$ cat src/rtl/otter_pkg.sv
// Shared encodings for the Otter control unit: FSM states, opcodes,
// ALU function codes and datapath mux selects.
package otter_pkg;

    typedef enum logic [2:0] {
        ST_INIT  = 3'd0,
        ST_FETCH = 3'd1,
        ST_EXEC  = 3'd2,
        ST_WB    = 3'd3,
        ST_INTR  = 3'd4
    } state_t;

    localparam logic [6:0] OPC_LUI    = 7'b0110111;
    localparam logic [6:0] OPC_AUIPC  = 7'b0010111;
    localparam logic [6:0] OPC_JAL    = 7'b1101111;
    localparam logic [6:0] OPC_JALR   = 7'b1100111;
    localparam logic [6:0] OPC_BRANCH = 7'b1100011;
    localparam logic [6:0] OPC_LOAD   = 7'b0000011;
    localparam logic [6:0] OPC_STORE  = 7'b0100011;
    localparam logic [6:0] OPC_OP_IMM = 7'b0010011;
    localparam logic [6:0] OPC_OP     = 7'b0110011;
    localparam logic [6:0] OPC_SYSTEM = 7'b1110011;

    localparam logic [2:0] F3_MRET  = 3'b000;
    localparam logic [2:0] F3_CSRRW = 3'b001;
    localparam logic [2:0] F3_SR    = 3'b101;

    localparam logic [3:0] ALU_ADD  = 4'b0000;
    localparam logic [3:0] ALU_SUB  = 4'b1000;
    localparam logic [3:0] ALU_OR   = 4'b0110;
    localparam logic [3:0] ALU_AND  = 4'b0111;
    localparam logic [3:0] ALU_XOR  = 4'b0100;
    localparam logic [3:0] ALU_SRL  = 4'b0101;
    localparam logic [3:0] ALU_SLL  = 4'b0001;
    localparam logic [3:0] ALU_SRA  = 4'b1101;
    localparam logic [3:0] ALU_SLT  = 4'b0010;
    localparam logic [3:0] ALU_SLTU = 4'b0011;
    localparam logic [3:0] ALU_LUI  = 4'b1001;

    localparam logic [2:0] PCS_PC4    = 3'd0;
    localparam logic [2:0] PCS_JALR   = 3'd1;
    localparam logic [2:0] PCS_BRANCH = 3'd2;
    localparam logic [2:0] PCS_JAL    = 3'd3;
    localparam logic [2:0] PCS_MTVEC  = 3'd4;
    localparam logic [2:0] PCS_MEPC   = 3'd5;

    localparam logic [1:0] SRCB_RS2  = 2'd0;
    localparam logic [1:0] SRCB_IIMM = 2'd1;
    localparam logic [1:0] SRCB_SIMM = 2'd2;
    localparam logic [1:0] SRCB_PC   = 2'd3;

    localparam logic [1:0] WRSEL_PC4 = 2'd0;
    localparam logic [1:0] WRSEL_CSR = 2'd1;
    localparam logic [1:0] WRSEL_MEM = 2'd2;
    localparam logic [1:0] WRSEL_ALU = 2'd3;

    // funct3 010/011 are not branch encodings and never redirect the PC.
    function automatic logic branch_taken(input logic [2:0] funct3, input logic eq,
                                          input logic lt, input logic ltu);
        logic taken;
        case (funct3)
            3'b000:  taken = eq;
            3'b001:  taken = ~eq;
            3'b100:  taken = lt;
            3'b101:  taken = ~lt;
            3'b110:  taken = ltu;
            3'b111:  taken = ~ltu;
            default: taken = 1'b0;
        endcase
        return taken;
    endfunction

endpackage

$ cat src/rtl/otter_cu_decoder.sv
// Combinational instruction decode: ALU opcode, operand selects, next-PC
// source and register write-back select.
module otter_cu_decoder
    import otter_pkg::*;
(
    input  logic [31:0] INSTR,
    input  logic        BR_EQ,
    input  logic        BR_LT,
    input  logic        BR_LTU,
    output logic [3:0]  ALU_FUN,
    output logic        ALU_SRCA,
    output logic [1:0]  ALU_SRCB,
    output logic [2:0]  PC_SOURCE,
    output logic [1:0]  RF_WR_SEL
);

    logic [6:0] opcode_s;
    logic [2:0] funct3_s;
    logic       unused_bits_s;

    assign opcode_s      = INSTR[6:0];
    assign funct3_s      = INSTR[14:12];
    assign unused_bits_s = ^{INSTR[31], INSTR[29:15], INSTR[11:7]};

    // Per-opcode decode of ALU controls, PC source and write-back source.
    always_comb begin
        ALU_FUN   = ALU_ADD;
        ALU_SRCA  = 1'b0;
        ALU_SRCB  = SRCB_RS2;
        PC_SOURCE = PCS_PC4;
        RF_WR_SEL = WRSEL_ALU;
        case (opcode_s)
            OPC_OP: ALU_FUN = {INSTR[30], funct3_s};
            OPC_OP_IMM: begin
                // bit 30 is part of the immediate except for shifts, so addi never becomes sub
                if (funct3_s == F3_SR) begin
                    ALU_FUN = {INSTR[30], funct3_s};
                end else begin
                    ALU_FUN = {1'b0, funct3_s};
                end
                ALU_SRCB = SRCB_IIMM;
            end
            OPC_LUI: begin
                ALU_FUN  = ALU_LUI;
                ALU_SRCA = 1'b1;
            end
            OPC_AUIPC: begin
                ALU_SRCA = 1'b1;
                ALU_SRCB = SRCB_PC;
            end
            OPC_LOAD: begin
                ALU_SRCB  = SRCB_IIMM;
                RF_WR_SEL = WRSEL_MEM;
            end
            OPC_STORE: ALU_SRCB = SRCB_SIMM;
            OPC_JAL: begin
                PC_SOURCE = PCS_JAL;
                RF_WR_SEL = WRSEL_PC4;
            end
            OPC_JALR: begin
                ALU_SRCB  = SRCB_IIMM;
                PC_SOURCE = PCS_JALR;
                RF_WR_SEL = WRSEL_PC4;
            end
            OPC_BRANCH: begin
                if (branch_taken(funct3_s, BR_EQ, BR_LT, BR_LTU)) begin
                    PC_SOURCE = PCS_BRANCH;
                end else begin
                    PC_SOURCE = PCS_PC4;
                end
            end
            OPC_SYSTEM: begin
                if (funct3_s == F3_CSRRW) begin
                    RF_WR_SEL = WRSEL_CSR;
                end else begin
                    RF_WR_SEL = WRSEL_ALU;
                end
            end
            default: ALU_FUN = ALU_ADD;
        endcase
    end

endmodule

$ cat src/rtl/otter_control_unit.sv
// Multicycle sequencer for the Otter MCU: FETCH/EXEC/WB/INTR FSM issuing
// single-cycle strobes, with decode delegated to otter_cu_decoder.
module otter_control_unit
    import otter_pkg::*;
(
    input  logic        CLK,
    input  logic        RST,
    input  logic [31:0] INSTR,
    input  logic        BR_EQ,
    input  logic        BR_LT,
    input  logic        BR_LTU,
    input  logic        INTR,
    output logic        PC_WE,
    output logic        RF_WE,
    output logic        MEM_RDEN1,
    output logic        MEM_RDEN2,
    output logic        MEM_WE2,
    output logic        CSR_WE,
    output logic        INT_TAKEN,
    output logic        MRET_EXEC,
    output logic        RST_OUT,
    output logic [3:0]  ALU_FUN,
    output logic        ALU_SRCA,
    output logic [1:0]  ALU_SRCB,
    output logic [2:0]  PC_SOURCE,
    output logic [1:0]  RF_WR_SEL
);

    state_t     state_r;
    state_t     next_state_s;
    logic [6:0] opcode_s;
    logic [2:0] funct3_s;
    logic [2:0] dec_pc_source_s;
    logic [1:0] dec_rf_wr_sel_s;

    assign opcode_s = INSTR[6:0];
    assign funct3_s = INSTR[14:12];

    otter_cu_decoder u_decoder (
        .INSTR     (INSTR),
        .BR_EQ     (BR_EQ),
        .BR_LT     (BR_LT),
        .BR_LTU    (BR_LTU),
        .ALU_FUN   (ALU_FUN),
        .ALU_SRCA  (ALU_SRCA),
        .ALU_SRCB  (ALU_SRCB),
        .PC_SOURCE (dec_pc_source_s),
        .RF_WR_SEL (dec_rf_wr_sel_s)
    );

    // State register with synchronous reset.
    always_ff @(posedge CLK) begin
        if (RST) begin
            state_r <= ST_INIT;
        end else begin
            state_r <= next_state_s;
        end
    end

    // Next-state logic; INTR is only looked at when an instruction retires.
    always_comb begin
        next_state_s = ST_INIT;
        case (state_r)
            ST_INIT:  next_state_s = ST_FETCH;
            ST_FETCH: next_state_s = ST_EXEC;
            ST_EXEC: begin
                if (opcode_s == OPC_LOAD) begin
                    next_state_s = ST_WB;
                end else if (INTR) begin
                    next_state_s = ST_INTR;
                end else begin
                    next_state_s = ST_FETCH;
                end
            end
            ST_WB: begin
                if (INTR) begin
                    next_state_s = ST_INTR;
                end else begin
                    next_state_s = ST_FETCH;
                end
            end
            ST_INTR:  next_state_s = ST_FETCH;
            default:  next_state_s = ST_INIT;
        endcase
    end

    // Strobe generation and PC source overrides for MRET and interrupt entry.
    always_comb begin
        PC_WE     = 1'b0;
        RF_WE     = 1'b0;
        MEM_RDEN1 = 1'b0;
        MEM_RDEN2 = 1'b0;
        MEM_WE2   = 1'b0;
        CSR_WE    = 1'b0;
        INT_TAKEN = 1'b0;
        MRET_EXEC = 1'b0;
        RST_OUT   = 1'b0;
        PC_SOURCE = dec_pc_source_s;
        RF_WR_SEL = dec_rf_wr_sel_s;
        case (state_r)
            ST_INIT:  RST_OUT   = 1'b1;
            ST_FETCH: MEM_RDEN1 = 1'b1;
            ST_EXEC: begin
                case (opcode_s)
                    OPC_LOAD: MEM_RDEN2 = 1'b1;
                    OPC_STORE: begin
                        MEM_WE2 = 1'b1;
                        PC_WE   = 1'b1;
                    end
                    OPC_BRANCH: PC_WE = 1'b1;
                    OPC_LUI, OPC_AUIPC, OPC_JAL, OPC_JALR, OPC_OP, OPC_OP_IMM: begin
                        PC_WE = 1'b1;
                        RF_WE = 1'b1;
                    end
                    OPC_SYSTEM: begin
                        PC_WE = 1'b1;
                        case (funct3_s)
                            F3_CSRRW: begin
                                RF_WE     = 1'b1;
                                CSR_WE    = 1'b1;
                                RF_WR_SEL = WRSEL_CSR;
                            end
                            F3_MRET: begin
                                MRET_EXEC = 1'b1;
                                PC_SOURCE = PCS_MEPC;
                            end
                            default: PC_WE = 1'b1;
                        endcase
                    end
                    default: PC_WE = 1'b1;
                endcase
            end
            ST_WB: begin
                RF_WE     = 1'b1;
                PC_WE     = 1'b1;
                RF_WR_SEL = WRSEL_MEM;
            end
            ST_INTR: begin
                INT_TAKEN = 1'b1;
                PC_WE     = 1'b1;
                PC_SOURCE = PCS_MTVEC;
            end
            default: RST_OUT = 1'b0;
        endcase
    end

endmodule

$ cat config.mk
export PLATFORM = sky130hd
export DESIGN_NAME = otter_control_unit
export DESIGN_NICKNAME = d
export VERILOG_FILES = /design/src/rtl/otter_pkg.sv /design/src/rtl/otter_cu_decoder.sv /design/src/rtl/otter_control_unit.sv
export SDC_FILE = /design/constraint.sdc
export NUM_CORES = 1
export LEC_CHECK = 0
export CAP_MARGIN = 25
export CORE_MARGIN = 4
export CORE_UTILIZATION = 29
export DETAILED_ROUTE_END_ITERATION = 12
export MAX_ROUTING_LAYER = met4
export PLACE_DENSITY = 0.82
export SKIP_CTS_REPAIR_TIMING = 1
export SLEW_MARGIN = 10
export SYNTH_ARGS = -nofsm -noshare
export SYNTH_HDL_FRONTEND = slang
export SYNTH_SLANG_ARGS = --single-unit
$ cat constraint.sdc
create_clock -name CLK -period 2.78 [get_ports CLK]
set_input_delay 0.278 -clock CLK [delete_from_list [all_inputs] [get_ports CLK]]
set_output_delay 0.278 -clock CLK [all_outputs]
set_load 0.02 [all_outputs]
==> PnR_summary.wiki, run 1 <==
{| class="wikitable"
! Metric !! Value
|-
| Clock insertion delay at the later pin of the skew report || 0.23 ns
|-
| Required time of the critical path || 2.50 ns
|-
| Switching component of the power || 76.25 uW
|-
| Tot Pwr || 235.0 uW
|-
| Number of H-tree branching levels || 1
|-
| Power share of the clock group || 0.329
|-
| CP startpoint kind || input port
|-
| CTS root buffer || sky130_fd_sc_hd__clkbuf_4
|-
| Final RePlAce weighted congestion || between 0.8 and 0.9
|-
| Utilization of the core after routing || 0.5667
|-
| Dominant cell by count in the synthesized netlist || sky130_fd_sc_hd__nand2_1
|-
| Post-detailed-routing wire length || 1805 um
|-
| Setup Crit Path Kind || input port to primary output
|-
| Total Negative Setup Slacks || 0 ns
|-
| Slew @ Worst Pin || 0.3282 ns
|-
| Cell taking the most area after synthesis || sky130_fd_sc_hd__dfxtp_1
|-
| Detail Placement HPWL || ~1500 um
|-
| Headroom to the max-slew limit || 0.7793
|-
| Cells on worst reg2reg path || 2
|-
| Drc violations || 0
|-
| Async set-reset flop share out of synthesis || 0
|-
| Dominant cell type by count on the critical path || sky130_fd_sc_hd__clkdlybuf4s50_1
|-
| Final worst-path cycle share || 0.9817
|-
| Share of total power consumed by net switching || 0.3245
|-
| Die area || 2573 sq um
|-
| Crit path depth || 6
|-
| Number of setup violations in the final report || 0
|-
| DRC violation total after the first TritonRoute iteration || 11
|-
| Standard-cell rows || 15
|-
| Top Ports || 59
|-
| CP max stage cell || sky130_fd_sc_hd__clkdlybuf4s50_1
|-
| Relative area change from synthesis to final layout || 84.87%
|-
| Clk sink count || 3
|-
| Clock tree skew after final layout || 0.0008217 ns
|-
| Chip Width || 50.72 um
|-
| Maximum fanout along the worst path || 3
|-
| Total of buffers placed on input and output ports || 37
|-
| List of most frequent post-synthesis cells || sky130_fd_sc_hd__nand2_1 (8), sky130_fd_sc_hd__nor2_1 (7), sky130_fd_sc_hd__nor3_1 (5)
|-
| Initial antenna violation count || 0
|-
| Detailed-route via count || 709
|-
| Depth of the worst hold-timing path || 1
|-
| Critical path, cell by cell || clkdlybuf4s50_1 > nand3b_4 > or4_4 > or3_4 > nand2_1 > clkdlybuf4s50_1
|-
| Synthesized instance count || between 70 and 80
|-
| Count of nets after finishing || 155
|-
| Count of different cell masters after synthesis || 40
|-
| Number of vias per cell after detailed routing || 5.028
|-
| Largest Register || state_r
|-
| Combined global-route utilization of all metal layers || 0.1568
|-
| Top flip-flop cell by instance count after synthesis || sky130_fd_sc_hd__dfxtp_1
|-
| Peak supply drop || 0.0001924 V
|-
| Max-cap violations || 0
|-
| Run status || complete, no violations
|-
| Clk slew on worst S/H paths || 0.04 ns
|-
| Combinational group share of total power || 0.446
|-
| Total inserted antenna cells || 0
|-
| Worst Path Buf+Inv || 2
|-
| Sequential fraction of design power || 0.225
|-
| Wire length of the first global-routing pass || 3042 um
|-
| Leak Pwr || around 0.00043 uW
|-
| Core outline area || 1727 sq um
|-
| Endpoint kind of the worst setup timing path || primary output
|-
| Post-synth EDFFs || 0
|-
| Number of hold-slack violations in the final timing report || 0
|-
| Pwr/cell area || 240.2 nW/um^2
|-
| Gr ovfl total || 0
|-
| Largest net degree at the start of global routing || 12
|-
| Chip Height || 50.72 um
|-
| Mean instance size in the synthesized netlist || 7.351 sq um
|-
| Peak clock frequency supported by timing || around 370 MHz
|-
| Unrepaired setup endpoints after global routing || no
|-
| Minimum period implied by the final worst setup slack || 2.729 ns
|-
| Slew Viols, Final || 0
|-
| Slowest cell delay on critical path || 0.60 ns
|-
| Bufs on Longest Clock Path || 2
|-
| CTS Buf Count || 3
|-
| Max FFs per register || 3
|-
| Starting density of the core || 0.3065
|-
| Netlist area before placement || 529.3 sq um
|-
| Warnings from Yosys || 0
|-
| Detail Route Antenna Nets || 0
|-
| Crit path arrival time || roughly 2.5 ns
|-
| Path type of the worst min-delay path || flop to flop
|-
| Seq/Total Area, Yosys || 0.1135
|-
| Number of global-route vias before repair || 687
|-
| Fraction of final layout cells sized beyond drive strength 1 || 0.1724
|-
| Crit path max-delay family || buffers and inverters
|-
| Worst hold slack || 0.5470 ns
|-
| Syn_nets || 110
|-
| P_int || 158.7 uW
|-
| Top post-synthesis cells by area || sky130_fd_sc_hd__dfxtp_1 (11%), sky130_fd_sc_hd__buf_6 (6.4%), sky130_fd_sc_hd__nand2_1 (5.7%), sky130_fd_sc_hd__nor2_1 (5.0%), sky130_fd_sc_hd__nor3_1 (4.7%)
|-
| Portion of synthesized cell area occupied by the leading cell type || 0.1135
|-
| Largest registers || state_r: 3 flops
|-
| Number of detailed-routing iterations run before antenna repair || 4
|-
| Average wire length per cell after detail routing || between 10 and 15 um
|-
| Clock tree from TritonCTS || yes
|-
| Synthesis-stage register bit count || 3
|}
-- routing by layer --
metal	GRT usage	wire length, um
met2	0.2739	920
met4	0.08072	14
met3	0.02967	118
met1	0.1673	751
met5	-	0
-- path summary, 6_finish.rpt --
path / from / end / slack, ns
worst max-delay path: INSTR[1] / PC_SOURCE[2] / 0.05
worst min-delay path: state_r[2] / state_r[1] / 0.55
worst max register to register: state_r[0] / state_r[2] / 1.68
worst min register to register: state_r[2] / state_r[1] / 0.55
-- kinds of logic after synthesis --
group	share of synthesized area
xor gates and xnor gates	0.03310
DFF	0.1135
and+or+nand+nor	0.5131
buffers and inverters	0.1087
AOI/OAI and AO/OA	0.1939
muxes	0.03783
-- power groups by stage --
stage / combinational, uW / sequential, uW / clock, uW
4_1_cts: 105 / 53.1 / 81.8
5_1_grt: 113 / 54.0 / 89.0
2_1_floorplan: 56.5 / 49.9 / 0
6_report: 105 / 53.0 / 77.2
3_5_place_dp: 105 / 53.8 / 0
3_3_place_gp: 102 / 53.2 / 0
-- placed cells by master, fill, tap and decap left out, types with 2 or more instances in the layout --
| cell | n |
|---|---|
| sky130_fd_sc_hd__a21oi_1 | 3 |
| sky130_fd_sc_hd__and2_1 | 2 |
| sky130_fd_sc_hd__buf_4 | 8 |
| sky130_fd_sc_hd__clkbuf_4 | 3 |
| sky130_fd_sc_hd__clkdlybuf4s50_1 | 34 |
| sky130_fd_sc_hd__dfxtp_1 | 3 |
| sky130_fd_sc_hd__dlymetal6s2s_1 | 3 |
| sky130_fd_sc_hd__inv_1 | 3 |
| sky130_fd_sc_hd__mux2i_1 | 2 |
| sky130_fd_sc_hd__nand2_1 | 8 |
| sky130_fd_sc_hd__nand3_1 | 2 |
| sky130_fd_sc_hd__nor2_1 | 7 |
| sky130_fd_sc_hd__nor3_1 | 5 |
| sky130_fd_sc_hd__nor4b_1 | 2 |
| sky130_fd_sc_hd__o21ai_0 | 4 |
-- metrics by stage --
| step | std cells | worst slack (ns) | area [sq um] |
|---|---|---|---|
| 2_1_floorplan | 72 | 0.7883 | 529.3 |
| 3_3_place_gp | 137 | -0.007756 | 944.7 |
| 3_5_place_dp | 137 | -0.06406 | 944.7 |
| 4_1_cts | 141 | -0.06122 | 970.9 |
| 5_1_grt | 141 | 0.007486 | 978.4 |
| 6_report | 141 | 0.05088 | 978.4 |
-- cell type report --
cell class / count / area (sq um)
inverters: 3 / 11.26
fillers: 174 / 748.2
multi-input cells: 61 / 411.6
clock buffers: 4 / 26.28
repair buffers: 45 / 437.9
flip-flops and latches: 3 / 60.06
well taps: 25 / 31.28
No activity file was read; power rests on OpenSTA's default activity.
==> run 2: changes to the inputs <==
- CORE_UTILIZATION: 29 -> 25
- PLACE_DENSITY: 0.82 -> 0.72
==> PnR_summary.wiki, run 2 (same netlist as run 1, synthesis figures left out) <==
{| class="wikitable"
! Metric !! Value
|-
| Run status || complete, no violations
|-
| Critical path, cell by cell || clkdlybuf4s50_1 > nand3b_4 > or4_4 > buf_4 > nor4_1 > clkdlybuf4s50_1
|-
| Total inserted antenna cells || 0 (unchanged)
|-
| Starting density of the core || 0.2670 (-0.03948)
|-
| Chip Height || 54.01 um (+6.5%)
|-
| Endpoint kind of the worst setup timing path || primary output
|-
| CTS root buffer || sky130_fd_sc_hd__clkbuf_4
|-
| DRC violation total after the first TritonRoute iteration || 9 (-2)
|-
| Largest net degree at the start of global routing || 12 (unchanged)
|-
| Slew @ Worst Pin || 0.2935 ns (-0.03467 ns)
|-
| Drc violations || 0 (unchanged)
|-
| Standard-cell rows || 16 (+1)
|-
| Maximum fanout along the worst path || 3 (unchanged)
|-
| Number of hold-slack violations in the final timing report || 0 (unchanged)
|-
| Setup Crit Path Kind || input port to primary output
|-
| Leak Pwr || 0.0004416 uW (+3.2%)
|-
| Count of nets after finishing || 154 (-0.65%)
|-
| Detailed-route via count || 688 (-3.0%)
|-
| Finished layout cell area || 975.9 sq um (-0.26%)
|-
| Total cell area at the placement stage || 939.7 sq um (-0.53%)
|-
| Final setup margin || 0.1444 ns (+0.09348 ns)
|-
| Number of detailed-routing iterations run before antenna repair || 4 (unchanged)
|-
| Max FFs per register || 3 (unchanged)
|-
| Crit path arrival time || 2.36 ns (-0.09 ns)
|-
| Detail Placement HPWL || 1361 um (-9.3%)
|-
| Average wire length per cell after detail routing || 11.92 um (-6.9%)
|-
| Gr ovfl total || 0 (unchanged)
|-
| Die area || 2917 sq um (+13%)
|-
| Dominant cell type by count on the critical path || sky130_fd_sc_hd__clkdlybuf4s50_1
|-
| Total of buffers placed on input and output ports || 37 (unchanged)
|-
| Combined global-route utilization of all metal layers || 0.1309 (-0.02588)
|-
| Clk sink count || 3 (unchanged)
|-
| Number of setup violations in the final report || 0 (unchanged)
|-
| Clk slew on worst S/H paths || 0.04 ns (about the same)
|-
| Minimum period implied by the final worst setup slack || 2.636 ns (-0.09348 ns)
|-
| Peak supply drop || 0.0002010 V (+4.5%)
|-
| Largest registers || state_r: 3 flops
|-
| Slowest cell delay on critical path || 0.65 ns (+0.05 ns)
|-
| Bufs on Longest Clock Path || 2 (unchanged)
|-
| Wire length of the first global-routing pass || 2711 um (-11%)
|-
| Post-detailed-routing wire length || 1693 um (-6.2%)
|-
| Fraction of final layout cells sized beyond drive strength 1 || 0.1652 (-0.007196)
|-
| Detail Route Antenna Nets || 0 (unchanged)
|-
| Clock tree skew after final layout || 0.004036 ns (+0.003215 ns)
|-
| Peak clock frequency supported by timing || 379.4 MHz (+3.5%)
|-
| Final RePlAce weighted congestion || 0.7997 (-0.12%)
|-
| CTS Buf Count || 3 (unchanged)
|-
| Core outline area || 1982 sq um (+15%)
|-
| Initial antenna violation count || 0 (unchanged)
|-
| Clock tree from TritonCTS || yes
|-
| Required time of the critical path || 2.50 ns (about the same)
|-
| Clock insertion delay at the later pin of the skew report || 0.24 ns (about the same)
|-
| Number of global-route vias before repair || 638 (-7.1%)
|-
| Max-cap violations || 0 (unchanged)
|-
| Relative area change from synthesis to final layout || 84.40%
|-
| DP Worst Slack || -0.03361 ns (+0.03045 ns)
|-
| Top Ports || 59 (unchanged)
|-
| Chip Width || 54.01 um (+6.5%)
|-
| Final worst-path cycle share || 0.9481 (-0.03363)
|-
| Path type of the worst min-delay path || flop to flop
|-
| Number of vias per cell after detailed routing || 4.845 (-3.6%)
|-
| Largest Register || state_r
|-
| Most frequent standard cell in the layout excluding fill and tap cells || sky130_fd_sc_hd__clkdlybuf4s50_1
|-
| CP max stage cell || sky130_fd_sc_hd__clkdlybuf4s50_1
|-
| Slew Viols, Final || 0 (unchanged)
|-
| Pwr/cell area || 240.5 nW/um^2 (+0.14%)
|-
| Headroom to the max-slew limit || 0.8026 (+0.02331)
|-
| CP startpoint kind || input port
|-
| Number of H-tree branching levels || 1 (unchanged)
|-
| Most used cells in the layout excluding fill and tap cells || sky130_fd_sc_hd__clkdlybuf4s50_1 (33), sky130_fd_sc_hd__nand2_1 (8), sky130_fd_sc_hd__nor2_1 (7), sky130_fd_sc_hd__buf_4 (7), sky130_fd_sc_hd__nor3_1 (5)
|}
## run 2: cell types whose count changed in the layout (fill, tap and decap cells not counted), sizes merged
cell           previous run  this run
dlymetal6s2s              3         4
clkdlybuf4s50            34        33
buf                       8         7
## run 2: routing by layer
| metal | vias to the layer above | routed length, um | part of all wire | track usage |
|---|---|---|---|---|
| li1 | 359 | - | - | - |
| met1 | 297 | 750 | 0.44 | 0.1599 |
| met4 | 0 | 42 | 0.025 | 0.08714 |
| met3 | 4 | 103 | 0.061 | 0.008310 |
| met5 | - | 0 | 0 | - |
| met2 | 28 | 796 | 0.47 | 0.2056 |
## run 2: worst paths after layout
check                                start          to  slack (ns)  cells after the start
worst max-delay path              INSTR[1]   MEM_RDEN2        0.14                      6
worst min-delay path            state_r[2]  state_r[1]        0.55                      1
worst max register to register  state_r[0]  state_r[2]        1.69                      2
worst min register to register  state_r[2]  state_r[1]        0.55                      1
## run 2: critical path, delay by kind of cell
kind / cells / cell delay, ns
and+or+nand+nor: 3 / 0.75
buffers and inverters: 3 / 1.33
## run 2: power by group
| group | internal, uW | switching (uW) | leakage (uW) | total, uW |
|---|---|---|---|---|
| sequential | 46.5 | 6.74 | 0.0000247 | 53.3 |
| combinational | 57.4 | 44.6 | 0.000402 | 102 |
| clock | 54.0 | 25.6 | 0.0000150 | 79.5 |
| total | 158 | 76.9 | 0.000442 | 235 |
## run 2: final cells by class
class,count,area [sq um]
clock buffers,4,26.28
fillers,195,1006
inverters,3,11.26
multi-input cells,61,411.6
flip-flops and latches,3,60.06
well taps,27,33.78
repair buffers,44,432.9
## run 2: metrics by stage
step	power, uW	hold WS [ns]	TNS (ns)	utilization	cells
6_report	234.7	0.5492	0	0.4924	142
5_1_grt	248.1	0.6194	-0.007341	0.4924	142
4_1_cts	240.1	0.5540	-0.03583	0.4874	142
3_5_place_dp	155.8	0.5485	-0.03361	0.4741	138
3_3_place_gp	154.6	0.5206	-0.01694	0.4741	138
2_1_floorplan	106.5	0.3547	0	-	72
==> variant, RTL diff (flow settings as in run 2) <==
Register the output `CSR_WE`, with the module's reset; this adds one clock of latency there. The other outputs are not delayed to match.
--- a/src/rtl/otter_control_unit.sv
+++ b/src/rtl/otter_control_unit.sv
@@ -27,2 +27,4 @@
 );
+
+    logic CSR_WE_d;
 
@@ -93,3 +95,3 @@
         MEM_WE2   = 1'b0;
-        CSR_WE    = 1'b0;
+        CSR_WE_d  = 1'b0;
         INT_TAKEN = 1'b0;
@@ -119,3 +121,3 @@
                                 RF_WE     = 1'b1;
-                                CSR_WE    = 1'b1;
+                                CSR_WE_d  = 1'b1;
                                 RF_WR_SEL = WRSEL_CSR;
@@ -146,2 +148,10 @@
 
+    always_ff @(posedge CLK) begin
+        if (RST) begin
+            CSR_WE <= '0;
+        end else begin
+            CSR_WE <= CSR_WE_d;
+        end
+    end
+
 endmodule
Function: changed (Yosys sat finds a counterexample within 4 cycles, from zero or initial values and one cycle with RST high).
==> variant against run 2 <==
- critical path depth unchanged
- routed wire length down 3.5%
- sequential cell count up 1
- global-route usage down 0.80 points
- via count up 0.15%
- area after synthesis up 0.47%
- fmax down 0.71%
- setup slack worse by 0.019 ns
- final area down 1.5%
- power down 0.28%
- largest cell class is now multi-input gates
==> variant: results (changes against run 2) <==
first-pass GRT wire length 2580 µm (-4.8%); met3 WL 135 µm (+31%); Synth Area in Compound Gates 17.65% (-1.7 points); Critical Path Source INSTR[3]; placed cell area 935.9 µm² (-0.40%); status completed; routing usage on met3 2.493% (+1.7 points); DP Wirelength 1402 µm (+3.0%); register area share after synthesis 15.06% (+3.7 points); Post-Synth XOR/XNOR Area 4.941% (+1.6 points); Synth Net Count 113 (+2.7%); GRT Util Overall 12.29% (-0.80 points); Yosys cell types 33 (-18%); clock skew 0.002725 ns (-0.001311 ns); initial DRC count 12 (+3); Pleak 0.3803 nW (-14%); Mapped Cells 75 (+4.2%); vias in the first global route 649 (+1.7%); M2 GR Usage 19.92% (-0.64 points); Seq group 66.5 µW (+25%); CP peak stage delay 0.60 ns (-0.05 ns); met2 wire length 764 µm (-4.0%); hold path start state_r[1]; Slew @ Worst Pin 0.3492 ns (+0.05563 ns); largest cells by area after synthesis dfxtp_1 (15%), nand2_1 (6.4%), nor2_1 (6.4%), nand4bb_4 (5.2%), xor2_1 (4.9%); Post-synth top cells nand2_1 (9), nor2_1 (9), inv_1 (5); critical path fanouts, max 4 (+1); WL/cell 11.43 µm (-4.2%); CP top delay family simple AND/OR/NAND/NOR gates; GP Congestion 0.7762 (-2.9%); biggest regs state_r x3, CSR_WE x1; largest net degree at the start of global routing 10 (-2); met1 wire length 726 µm (-3.2%); Seq pwr share 28.4% (+5.7 points); Sw Share 30.70% (-2.1 points); Clock group 68.9 µW (-13%); DP Worst Slack 0.05598 ns (+0.08959 ns); grt met1 use 14.68% (-1.3 points); VDD IR max 127.1 µV (-37%); Critical Path AT 2.38 ns (+0.02 ns)
[variant: changes by cell type in the layout (fill, tap and decap cells not counted), sizes merged, moves of 2 or more]
cell	before	now
and3	0	3
buf	7	3
clkdlybuf4s50	33	36
dlymetal6s2s	4	1
inv	3	5
nor2	7	9
xor2	1	3
[variant: cells by family after synthesis]
group | after synthesis
DFF | 4
muxes | 1
and+or+nand+nor | 46
xor gates and xnor gates | 3
buffers and inverters | 7
AOI/OAI and AO/OA | 14
[variant: final cells by class]
type	count	area (µm²)
fillers	193	1021
multi-input cells	64	410.4
repair buffers	40	395.4
flip-flops and latches	4	80.08
well taps	27	33.78
clock buffers	3	22.52
inverters	5	18.77
[variant: path summary, 6_finish.rpt]
kind	depth (start not counted)	slack, ns	to
worst min-delay path	2	0.53	state_r[1]
worst max register to register	3	1.43	CSR_WE
worst min register to register	2	0.53	state_r[1]
worst max-delay path	6	0.13	PC_SOURCE[2]
